$ cat config.mk
export PLATFORM = sky130hd
export DESIGN_NAME = mem_ctrl
export DESIGN_NICKNAME = d
export VERILOG_FILES = /design/src/rtl/mem_ctrl.sv
export SDC_FILE = /design/constraint.sdc
export NUM_CORES = 1
export LEC_CHECK = 0
export CORE_MARGIN = 1
export CORE_UTILIZATION = 44
export CTS_CLUSTER_DIAMETER = 150
export DETAILED_ROUTE_END_ITERATION = 8
export HOLD_SLACK_MARGIN = 0.15
export PLACE_DENSITY = 0.91
export SLEW_MARGIN = 25
export SYNTH_ARGS = -nofsm -noshare
export SYNTH_HDL_FRONTEND = slang
export SYNTH_SLANG_ARGS = --single-unit
$ cat constraint.sdc
create_clock -name Clk -period 5.3 [get_ports Clk]
set_input_delay 0.795 -clock Clk [delete_from_list [all_inputs] [get_ports Clk]]
set_output_delay 0.795 -clock Clk [all_outputs]
set_load 0.1 [all_outputs]
$ cat src/rtl/mem_ctrl.sv
// Memory / memory-mapped I/O access controller: turns level-held Mem_OE/Mem_WE into a timed async-SRAM cycle or an I/O access.
// Latency: SRAM read READ_WAIT+1 cycles, SRAM write WRITE_WIDTH+3 cycles, I/O access 1 cycle, all to Mem_Ready.
// Backpressure: requests are taken only in IDLE; Mem_Ready is held until both strobes drop, then one idle cycle follows.
module mem_ctrl #(
  parameter int          READ_WAIT   = 2,
  parameter int          WRITE_WIDTH = 2,
  parameter logic [15:0] IO_ADDR     = 16'hFFFF
) (
  input  logic        Clk,
  input  logic        Reset,
  input  logic        Mem_OE,
  input  logic        Mem_WE,
  input  logic [15:0] MAR,
  input  logic [15:0] MDR_In,
  input  logic [15:0] Switches,
  input  logic [15:0] SRAM_DQ_In,
  output logic [15:0] Data_to_CPU,
  output logic        Mem_Ready,
  output logic [15:0] HEX_Reg,
  output logic [19:0] ADDR,
  output logic [15:0] SRAM_DQ_Out,
  output logic        Data_drive,
  output logic        CE_N,
  output logic        OE_N,
  output logic        WE_N,
  output logic        UB_N,
  output logic        LB_N
);

  typedef enum logic [2:0] {
    IDLE     = 3'd0,
    RD       = 3'd1,
    WR_SETUP = 3'd2,
    WR_PULSE = 3'd3,
    WR_HOLD  = 3'd4,
    DONE     = 3'd5
  } state_t;

  // Counter reload values: the state is left on the edge where the count is already zero.
  localparam logic [3:0] RD_LOAD = 4'(READ_WAIT - 1);
  localparam logic [3:0] WR_LOAD = 4'(WRITE_WIDTH - 1);

  state_t     state, state_nxt;
  logic [3:0] wait_cnt, wait_cnt_nxt;
  logic       is_io;
  logic       accept;
  logic       ce_n_nxt, oe_n_nxt, we_n_nxt, bytes_n_nxt, drive_nxt;

  assign is_io  = (MAR == IO_ADDR);
  assign accept = (state == IDLE) && (Mem_OE || Mem_WE);

  // Next-state and wait-counter logic; a write request wins over a simultaneous read.
  always_comb begin
    state_nxt    = state;
    wait_cnt_nxt = wait_cnt;
    case (state)
      IDLE: begin
        if (Mem_WE) begin
          state_nxt = is_io ? DONE : WR_SETUP;
        end else if (Mem_OE) begin
          if (is_io) begin
            state_nxt = DONE;
          end else begin
            state_nxt    = RD;
            wait_cnt_nxt = RD_LOAD;
          end
        end
      end
      RD: begin
        if (wait_cnt == 4'd0) state_nxt = DONE;
        else                  wait_cnt_nxt = wait_cnt - 4'd1;
      end
      WR_SETUP: begin
        state_nxt    = WR_PULSE;
        wait_cnt_nxt = WR_LOAD;
      end
      WR_PULSE: begin
        if (wait_cnt == 4'd0) state_nxt = WR_HOLD;
        else                  wait_cnt_nxt = wait_cnt - 4'd1;
      end
      WR_HOLD: state_nxt = DONE;
      DONE: begin
        if (!Mem_OE && !Mem_WE) state_nxt = IDLE;
      end
      default: state_nxt = IDLE;
    endcase
  end

  // SRAM strobe values for the state being entered, so the pins come straight from flops.
  always_comb begin
    ce_n_nxt    = 1'b1;
    oe_n_nxt    = 1'b1;
    we_n_nxt    = 1'b1;
    bytes_n_nxt = 1'b1;
    drive_nxt   = 1'b0;
    case (state_nxt)
      RD: begin
        ce_n_nxt    = 1'b0;
        oe_n_nxt    = 1'b0;
        bytes_n_nxt = 1'b0;
      end
      WR_SETUP, WR_HOLD: begin
        ce_n_nxt    = 1'b0;
        bytes_n_nxt = 1'b0;
        drive_nxt   = 1'b1;
      end
      WR_PULSE: begin
        ce_n_nxt    = 1'b0;
        we_n_nxt    = 1'b0;
        bytes_n_nxt = 1'b0;
        drive_nxt   = 1'b1;
      end
      default: ;
    endcase
  end

  // State register, wait counter and registered SRAM/handshake outputs.
  always_ff @(posedge Clk) begin
    if (Reset) begin
      state      <= IDLE;
      wait_cnt   <= 4'd0;
      CE_N       <= 1'b1;
      OE_N       <= 1'b1;
      WE_N       <= 1'b1;
      UB_N       <= 1'b1;
      LB_N       <= 1'b1;
      Data_drive <= 1'b0;
      Mem_Ready  <= 1'b0;
    end else begin
      state      <= state_nxt;
      wait_cnt   <= wait_cnt_nxt;
      CE_N       <= ce_n_nxt;
      OE_N       <= oe_n_nxt;
      WE_N       <= we_n_nxt;
      UB_N       <= bytes_n_nxt;
      LB_N       <= bytes_n_nxt;
      Data_drive <= drive_nxt;
      Mem_Ready  <= (state_nxt == DONE);
    end
  end

  // Address/data capture at acceptance and read-data return; I/O accesses leave the SRAM pins alone.
  always_ff @(posedge Clk) begin
    if (Reset) begin
      ADDR        <= 20'd0;
      SRAM_DQ_Out <= 16'd0;
      HEX_Reg     <= 16'd0;
      Data_to_CPU <= 16'd0;
    end else begin
      if (accept && !is_io) begin
        ADDR <= {4'b0000, MAR};
        if (Mem_WE) SRAM_DQ_Out <= MDR_In;
      end
      if (accept && is_io && Mem_WE)            HEX_Reg     <= MDR_In;
      if (accept && is_io && !Mem_WE)           Data_to_CPU <= Switches;
      if (state == RD && wait_cnt == 4'd0)      Data_to_CPU <= SRAM_DQ_In;
    end
  end

endmodule

## Yosys cells after proc, flatten, opt, wreduce, memory -nomap -nowiden

Cells that the tools add are included.

| cells by class | value |
|---|---|
| add/sub/neg operators | 1 |
| equality and inequality tests | 15 |
| muxes and demuxes | 19 |
| reductions and logical operators | 20 |

Operators with widths:

| kind | number |
|---|---|
| $mux W16 | 2 |
| $mux W3 | 7 |
| $pmux W3 S6 | 1 |
| $eq A16 B16 Y1 const B | 1 |
| $mux W4 | 4 |
| $eq A3 B2 Y1 const B | 4 |
| $eq A3 B3 Y1 const B | 4 |
| $pmux W4 S3 | 1 |
| $ne A2 B2 Y1 const B | 4 |
| $logic_and A1 B1 Y1 | 7 |
| $eq A3 B1 Y1 const B | 2 |
| $reduce_and A5 Y1 | 1 |
| $logic_not A4 Y1 | 1 |
| $mux W1 | 4 |
| $reduce_or A4 Y1 | 1 |
| $sub A4 B1 Y4 const B | 1 |
| $logic_not A1 Y1 | 3 |
| $logic_not A3 Y1 | 1 |
| $reduce_bool A3 Y1 | 1 |
| $reduce_or A3 Y1 | 1 |
| $reduce_and A2 Y1 | 1 |
| $reduce_bool A2 Y1 | 1 |
| $reduce_or A2 Y1 | 1 |
| $logic_or A1 B1 Y1 | 1 |

| word-level totals | value |
|---|---|
| register bits after elaboration | 76 |
| bits of input ports | 68 |
| output and inout port bits | 75 |
| word-level logic and storage cells | 66 |

## Depth between registers and ports, before layout

Gate-level depths: netlist (run 1).

| depth | value |
|---|---|
| word-level depth | 8 |
| depth in mapped cells | 8 |
| gate-level depth less buffers | 7 |

## Worst setup path after synthesis (run 1)

Ideal clock, no wire load.

| timing path | value |
|---|---|
| path type | input to register |
| start | input MAR[9] |
| end | register Data_to_CPU[11] |
| library setup time | 81 ps |
| data arrival time | 2260 ps |
| data required time | 5219 ps |
| setup slack | 2959 ps |
| stages | 6 |
| buffers on the path | 1 |
| cell sequence | nand4_1 > or4_4 > o31ai_4 > buf_6 > nor2_1 > a211oi_2 |

| on the way | value |
|---|---|
| word-level cells in the longest chain between the ends | 4 |

RTL lines:

| element | line | source |
|---|---|---|
| start, declared | 13 | `input logic [15:0] MAR,` |
| $eq A16 B16 Y1 | 49 | `assign is_io = (MAR == IO_ADDR);` |
| $logic_and A1 B1 Y1 (2 in a row) | 155 | `if (accept && is_io && !Mem_WE) Data_to_CPU <= Switches;` |
| $reduce_bool A2 Y1 (no line) | n/a |  |
| end signal, assigned | 155 |  |
| end signal, assigned | 156 | `if (state == RD && wait_cnt == 4'd0) Data_to_CPU <= SRAM_DQ_In;` |
| end, declared | 17 | `output logic [15:0] Data_to_CPU,` |

No other way between the ends.
A chain may end at the register's enable or synchronous reset.

## Final worst setup path (run 1)

| timing path | value |
|---|---|
| start | input MAR[9] |
| end | register HEX_Reg[8] |

| on the way | value |
|---|---|
| word-level cells in the longest chain between the ends | 3 |

RTL lines:

| element | line | source |
|---|---|---|
| $eq A16 B16 Y1 | 49 |  |
| $logic_and A1 B1 Y1 (2 in a row) | 154 | `if (accept && is_io && Mem_WE) HEX_Reg <= MDR_In;` |
| end signal, assigned | 154 |  |
| end, declared | 19 | `output logic [15:0] HEX_Reg,` |

No other way between the ends.

==> results of run 1 <==
==> through the flow <==
stage                     hold WS (ns)  cell area [sq um]
final                            0.453               4730
after global routing             0.471               4730
after CTS                        0.458               4730
after detailed placement         0.446               4480
after global placement           0.441               4480
after floorplan                  0.461               3120
==> flip-flops by register name (all words and copies together) (netlist names) <==
| signal | count |
|---|---|
| OE_N | 1 |
| HEX_Reg | 16 |
| state | 3 |
| Mem_Ready | 1 |
| SRAM_DQ_Out | 16 |
| wait_cnt | 4 |
| ADDR | 16 |
| Data_to_CPU | 16 |
| WE_N | 1 |
| Data_drive | 1 |
| LB_N | 1 |
==> where the power goes <==
part           internal (mW)  switching (mW)  leakage, nW
clock                  0.326           0.209        0.122
combinational          0.477            1.40        0.998
sequential             0.719          0.0898        0.621
==> path summary, 6_finish.rpt <==
| path | start | end | slack [ns] | cells past startpoint |
|---|---|---|---|---|
| max | MAR[9] | HEX_Reg[8] | 2.31 | 6 |
| min | SRAM_DQ_Out[4] | SRAM_DQ_Out[4] | 0.45 | 2 |
| max reg2reg | wait_cnt[0] | Data_to_CPU[5] | 2.96 | 8 |
| min reg2reg | SRAM_DQ_Out[4] | SRAM_DQ_Out[4] | 0.45 | 2 |
==> cells in the mapped netlist (4+ instances only) <==
cell type and number:
nor2_1 23, inv_1 6, buf_4 8, nand2_1 98, mux2i_1 17, nand2b_1 5, buf_2 4, a211oi_1 4
dfxtp_1 76, a21oi_1 52, clkbuf_1 13, a211oi_2 14
==> cell families after synthesis <==
family | Yosys count | share of synthesized area [%]
AO/OA/AOI/OAI | 84 | 18.9
adder cells (fa/ha/maj) | 1 | 0.402
buffers and inverters | 34 | 5.75
flip-flops | 76 | 48.9
multiplexers | 17 | 5.47
other | 1 | 0.120
AND/OR/NAND/NOR | 147 | 20.5
==> metal layers <==
layer  track usage [%]  part of all wire, %
met4              10.5                  2.2
met2              36.8                   49
met3              7.03                  8.8
met1              25.8                   40
met5                 0                    0
==> tightest hold or removal path: cells and delay by family, from the launching register on <==
kind	cells	cell delay [ns]
simple gates	1	0.05
compound gates	1	0.05
flops	1	0.31
==> area by class of cell <==
type,count,area share (%)
Multi-Input combinational cell,253,30.2
Clock inverter,6,2.35
Clock buffer,10,2.91
Sequential cell,76,32.1
Tap cell,96,2.54
Inverter,6,0.476
Timing Repair Buffer,140,29.4
==> impl_results.md, run 1 <==
* Status: finished, final reports clean
* YS warnings at 0
* Async S/R FF share, synth at 0%
* Mapped Area at 0.00311 sq mm
* Worst setup SP type: input port
* Relative max-transition margin at 31.9%
* Clock sink total at 76
* CP top delay family: simple AND/OR/NAND/NOR gates
* Worst Max-Slew Pin Slew at 1.02 ns
* Worst Path Buf+Inv at 1
* Power Density at 681 mW/mm^2
* Reg clk slew, reported paths at 0.08 ns
* Grt ovf at 0
* IO Pins at 143
* DRC errors left at 0
* Fin. Hold Viols at 0
* CP max-delay cell: nor4_1
* WL final at 7920 um
* First-pass GRT wire length at 12900 um
* Final core utilization at 69.3%
* Syn_area_per_cell at 8.65 sq um
* Resize count post-CTS at 0
* Seq/Total Area, Yosys at 48.9%
* Number of enable flip-flop cells after synthesis at 0
* Max incr delay on CP at 0.71 ns
* Post-synth top area cell: dfxtp_1
* Overall Power at 3.22 mW
* Fillers at 561
* DRT Pass-1 Iters at 4
* Die span in x at 86.1 um
* Clk root buf: clkbuf_8
* Multi-input gate area at 0.00143 sq mm
* Final ANT Viol Nets at 0
* Worst-Skew Late Latency at 0.34 ns
* Area contributors post-synth: dfxtp_1 (49%), nand2_1 (12%), a21oi_1 (8.4%), a211oi_2 (5.6%), mux2i_1 (5.5%)
* # port buffers at 138
* RSZ-0062 raised after global routing: no
* CP arrival at 3.19 ns
* Fmax at 0.335 GHz
* Worst path cell trace: clkdlybuf4s50_1 -> nand4_1 -> nor4_1 -> nand3_1 -> nand2_1 -> a21oi_1
* Row count at 30
* Pre-CTS WS at 2.01 ns
* Worst IR drop on VDD at 0.369 mV
* # Post-CTS Setup Buffers at 0
* Synth top area share at 48.9%
* Wire per inst at 13.5 um
* TNS Setup at 0 ns
* Final Cycle Share at 56.4%
* Top_reg_cell synth: dfxtp_1
* MaxCap Viol Count at 0
* Setup CP Type: input port to flip-flop
* Clk buf depth at 2
* Synth Register Bits at 76
* Hold buffers post-CTS at 0
* Dpl hpwl at 5840 um
* Most frequent cells in the layout: clkdlybuf4s50_1 (137), nand2_1 (98), dfxtp_1 (76)
* Vias in the first global route at 2767
* CP required at 5.51 ns
* Minimum clock period at 2.99 ns
* Most common cell after layout, fill and taps aside: clkdlybuf4s50_1
* GRT Util Overall at 22.1%
* TritonCTS clock tree: yes
* Layout cells sized above 1 at 8.35%
* CTS Buf Count at 9
* Die Height at 86.1 um
* CP Capture Type: flip-flop
* Via count at 2954
* Fin nets at 555
* Clk_skew at 0.0134 ns
* Area Overhead vs Synth at 52.0%
* Post-synthesis instance total at 360
* Hold WC Path Type: flip-flop to flip-flop
* Initial core utilization at 45.6%
* Initial DRC count at 150
* Vias/cell at 5.03
* Final worst setup slack at 2.31 ns
* Count of final max-slew check failures at 0
* Antenna cells at 0
* # placed instances at 571
* Pleak at 1.74 nW
* Initial antenna violation count at 0
* RePlAce Congestion at 0.841
* H-tree levels at 3
* Core Region at 0.00683 sq mm
* Setup violations, final at 0
* Layout Cells excl Fill at 587
* Yosys cell types at 38
* FF/Latch Area at 0.00152 sq mm
* Largest net degree at the start of global routing at 56
* Die Footprint at 0.00741 sq mm
* Critical path fanouts, max at 16
Note: power is estimated with default switching activity, not from simulation.
==> inputs of run 2 (changes only) <==
- CORE_UTILIZATION: 44 -> 41
- PLACE_DENSITY: 0.91 -> 0.86
- clock period: 5.3 -> 2.75 ns (I/O delays scaled with it)
==> impl_results.md, run 2 (synthesis results as in run 1) <==
* Internal at 2.77 mW
* MaxCap Viol Count at 0
* Combinational power share at 59.0%
* Most common cell after layout, fill and taps aside: nand2_1
* Minimum clock period at 2.32 ns
* Reg2reg path depth at 5
* First-pass GRT wire length at 12400 um
* # port buffers at 138
* Largest net degree at the start of global routing at 36
* Most frequent cells in the layout: nand2_1 (98), buf_4 (79), dfxtp_1 (76)
* Antenna cells at 0
* Final worst setup slack at 0.431 ns
* DRC errors left at 0
* Fin. Hold Viols at 0
* Die span in x at 89.1 um
* Row count at 31
* Hold WS at 0.456 ns
* Seq pwr share at 25.8%
* Die Height at 89.1 um
* CP required at 3.01 ns
* Count of final max-slew check failures at 0
* Status: finished, final reports clean
* Clock network power share at 15.1%
* Fin nets at 562
* Layout cells sized above 1 at 23.5%
* DRT Pass-1 Iters at 4
* Reg clk slew, reported paths at 0.07 ns
* Initial antenna violation count at 0
* Hold WC Path Type: flip-flop to flip-flop
* Switching power at 3.30 mW
* Setup violations, final at 0
* Overall Power at 6.07 mW
* Initial core utilization at 42.7%
* Wire per inst at 13.8 um
* Fmax at 0.431 GHz
* Critical path fanouts, max at 16
* Worst-Skew Late Latency at 0.34 ns
* Clock sink total at 76
* Die Footprint at 0.00795 sq mm
* Pre-CTS WS at 0.195 ns
* Hold buffers post-CTS at 0
* Worst IR drop on VDD at 0.516 mV
* Worst Path Buf+Inv at 0
* Resize count post-CTS at 0
* Area Overhead vs Synth at 47.4%
* Final core utilization at 62.9%
* Worst Max-Slew Pin Slew at 0.998 ns
* Crit. path cell count at 5
* Setup CP Type: flip-flop to flip-flop
* TNS Setup at 0 ns
* Reg2Reg Capture Point: ADDR[5]
* Pleak at 1.88 nW
* RSZ-0062 raised after global routing: no
* Worst Hold End: ADDR[10]
* Max incr delay on CP at 0.83 ns
* GRT Util Overall at 20.8%
* HP Start: ADDR[10]
* Power Density at 1320 mW/mm^2
* Initial DRC count at 141
* Via count at 2958
* CP arrival at 2.58 ns
* Vias in the first global route at 2691
* Worst setup SP type: flip-flop
* RePlAce Congestion at 0.769
* Dpl hpwl at 6300 um
* CP top delay family: simple AND/OR/NAND/NOR gates
* Final ANT Viol Nets at 0
* Clk_skew at 0.0129 ns
* CTS Buf Count at 9
* Grt ovf at 0
* Clk root buf: clkbuf_8
* Reg2reg start: state[2]
* Core Region at 0.00729 sq mm
* Relative max-transition margin at 33.2%
* TritonCTS clock tree: yes
* IO Pins at 143
* WL final at 8270 um
* H-tree levels at 3
* Final Cycle Share at 84.3%
* Hold path depth at 2
* CP max-delay cell: nor2_1
* Clk buf depth at 2
* CP Capture Type: flip-flop
* Vias/cell at 4.95
* # Post-CTS Setup Buffers at 0
* Worst path cell trace: nor3_2 -> o21ai_0 -> nor2_1 -> nand2_1 -> a21oi_1
* Reg2Reg Setup Slack at 0.43 ns
* Switch share at 54.4%
run 2: worst reg2reg max path: cells and delay by family, from the launching register on:
| family | cells | cell delay, ns |
|---|---|---|
| flops | 1 | 0.38 |
| simple gates | 3 | 1.36 |
| compound gates | 2 | 0.50 |
run 2: how the worst max path moves through the flow:
stage          startpoint              end
3_3_place_gp       MAR[9]   Data_to_CPU[1]
2_1_floorplan      MAR[9]  Data_to_CPU[11]
6_report         state[2]          ADDR[5]
4_1_cts          state[2]          ADDR[5]
3_5_place_dp       MAR[6]   Data_to_CPU[1]
5_1_grt          state[2]          ADDR[5]
run 2: stage by stage:
step           instance area, sq um  std cells
3_5_place_dp                   4370        581
3_3_place_gp                   4370        581
2_1_floorplan                  3120        363
6_report                       4590        597
5_1_grt                        4590        597
4_1_cts                        4590        597
run 2: power by group through the flow:
| stage | logic (mW) | clock network (mW) | registers, mW |
|---|---|---|---|
| after floorplan | 1.18 | 0 | 3.29 |
| after global placement | 3.54 | 0 | 1.58 |
| after detailed placement | 3.59 | 0 | 1.59 |
| after CTS | 3.60 | 0.942 | 1.57 |
| after global routing | 3.76 | 0.992 | 1.61 |
| final | 3.58 | 0.917 | 1.57 |
run 2: routing by layer:
layer  track usage (%)  vias to the layer above  routed length [um]
met4              8.08                        0                 117
met1              22.7                     1345                3200
met3              9.05                       17                 934
met5                 0                        -                   0
met2              35.5                      115                4020
li1                  -                     1481                   -
run 2: final cells by class:
class,count,area (sq um)
Inverter,6,22.5
Tap cell,99,124
Sequential cell,76,1520
Timing Repair Buffer,147,1280
Clock inverter,6,88.8
Clock buffer,10,128
Fill cell,649,2700
Multi-Input combinational cell,253,1430
==> inputs of run 3 (changes only) <==
- clock period: 2.75 -> 2.2 ns (I/O delays scaled with it)
==> impl_results.md, run 3 (synthesis results as in run 1) <==
* Reg2reg start: state[0]
* Reg2Reg Capture Point: Data_to_CPU[1]
* Antenna cells at 0
* Worst IR drop on VDD at 0.837 mV
* Row count at 31
* Core Region at 0.00729 sq mm
* Fmax at 0.487 GHz
* Area Overhead vs Synth at 53.2%
* Clk root buf: clkbuf_8
* Area after DPL at 0.00449 sq mm
* Status: finished, final reports clean
* Layout cells sized above 1 at 25.5%
* Hold path depth at 2
* Power Density at 1680 mW/mm^2
* Final core utilization at 65.4%
* Final Cell Area at 0.00477 sq mm
* CP required at 2.45 ns
* TNS Setup at 0 ns
* Final worst setup slack at 0.146 ns
* CP Capture Type: flip-flop
* RePlAce Congestion at 0.781
* Clk_skew at 0.00692 ns
* MaxCap Viol Count at 0
* Die Height at 89.1 um
* Worst-Skew Late Latency at 0.34 ns
* HP Start: Reset
* First-pass GRT wire length at 13000 um
* Die Footprint at 0.00795 sq mm
* RSZ-0062 raised after global routing: no
* Reg2Reg Setup Slack at 0.24 ns
* WL final at 8620 um
* TritonCTS clock tree: yes
* Count of final max-slew check failures at 0
* Final ANT Viol Nets at 0
* Clock sink total at 76
* Clk buf depth at 2
* Fin nets at 574
* Fin. Hold Viols at 0
* IO Pins at 143
* Via count at 3078
* Setup violations, final at 0
* Reg2reg path depth at 7
* Critical path fanouts, max at 32
* Hold WS at 0.437 ns
* Hold buffers post-CTS at 0
* Overall Power at 8.01 mW
* Final Cycle Share at 93.4%
* Initial antenna violation count at 0
* Pleak at 1.98 nW
* Grt ovf at 0
* H-tree levels at 3
* Wire per inst at 14.2 um
* # port buffers at 138
* Largest net degree at the start of global routing at 40
* Worst Hold End: HEX_Reg[1]
* Worst Max-Slew Pin Slew at 0.623 ns
* Die span in x at 89.1 um
* Initial DRC count at 110
* DRT Pass-1 Iters at 4
* DRC errors left at 0
* Worst setup SP type: input port
* # placed instances at 593
* # Post-CTS Setup Buffers at 0
* CTS Buf Count at 9
* Vias/cell at 5.06
* Dpl hpwl at 6540 um
* GRT Util Overall at 21.5%
* Relative max-transition margin at 58.4%
* Vias in the first global route at 2863
* Pre-CTS WS at -0.256 ns
* Setup CP Type: input port to flip-flop
* Minimum clock period at 2.05 ns
* Most frequent cells in the layout: nand2_1 (98), buf_4 (89), dfxtp_1 (76)
* Reg clk slew, reported paths at 0.08 ns
* Fillers at 618
* Most common cell after layout, fill and taps aside: nand2_1
* Hold WC Path Type: input port to flip-flop
* Layout Cells excl Fill at 608
* Initial core utilization at 42.7%
* CP arrival at 2.31 ns
## run 3: cell types whose count changed in the layout (fill, tap and decap cells not counted), moves of 2 or more
cell and delta:
clkinvlp_4 -2, buf_4 +10, clkbuf_8 +2, buf_12 +2, bufinv_16 +2
## run 3: cell type report
cell class	instances	area (sq um)	share of cell area (%)
Multi-Input combinational cell	253	1440	30.1
Timing Repair Buffer	159	1390	29.2
Clock inverter	4	120	2.52
Tap cell	99	124	2.60
Clock buffer	11	151	3.18
Inverter	6	22.5	0.472
Sequential cell	76	1520	31.9
## run 3: where the power goes
part / switching [mW] / internal [mW]
sequential: 0.244 / 1.73
combinational: 3.43 / 1.19
clock: 0.484 / 0.924
total: 4.16 / 3.85
## run 3: per-layer routing
layer / track usage [%] / wire length (um) / share of wire (%)
met2: 38.0 / 4290 / 50
met3: 7.20 / 848 / 9.8
met5: 0 / 0 / 0
met4: 9.24 / 114 / 1.3
met1: 23.6 / 3370 / 39
## run 3: worst max-delay path by stage
stage	from	endpoint	slack, ns	depth (start not counted)
after floorplan	MAR[9]	Data_to_CPU[11]	0.32	6
after global placement	MAR[2]	Data_to_CPU[0]	-0.16	7
after detailed placement	MAR[8]	SRAM_DQ_Out[10]	-0.26	8
after CTS	state[0]	SRAM_DQ_Out[4]	0.08	5
after global routing	MAR[13]	Data_to_CPU[0]	0.003	7
final	MAR[13]	Data_to_CPU[1]	0.15	7
## run 3: repair_timing
| action | in CTS | in global routing |
|---|---|---|
| gates cloned | 0 | 0 |
| resized for setup | 1 | 2 |
| setup endpoints to repair | 4 | 22 |
## run 3: worst max-delay path: stages
cell,delay [ns]
clkdlybuf4s50_1,0.49
nand4_1,0.17
or4_4,0.54
o31ai_4,0.27
buf_12,0.23
nor2_1,0.06
a211oi_1,0.22
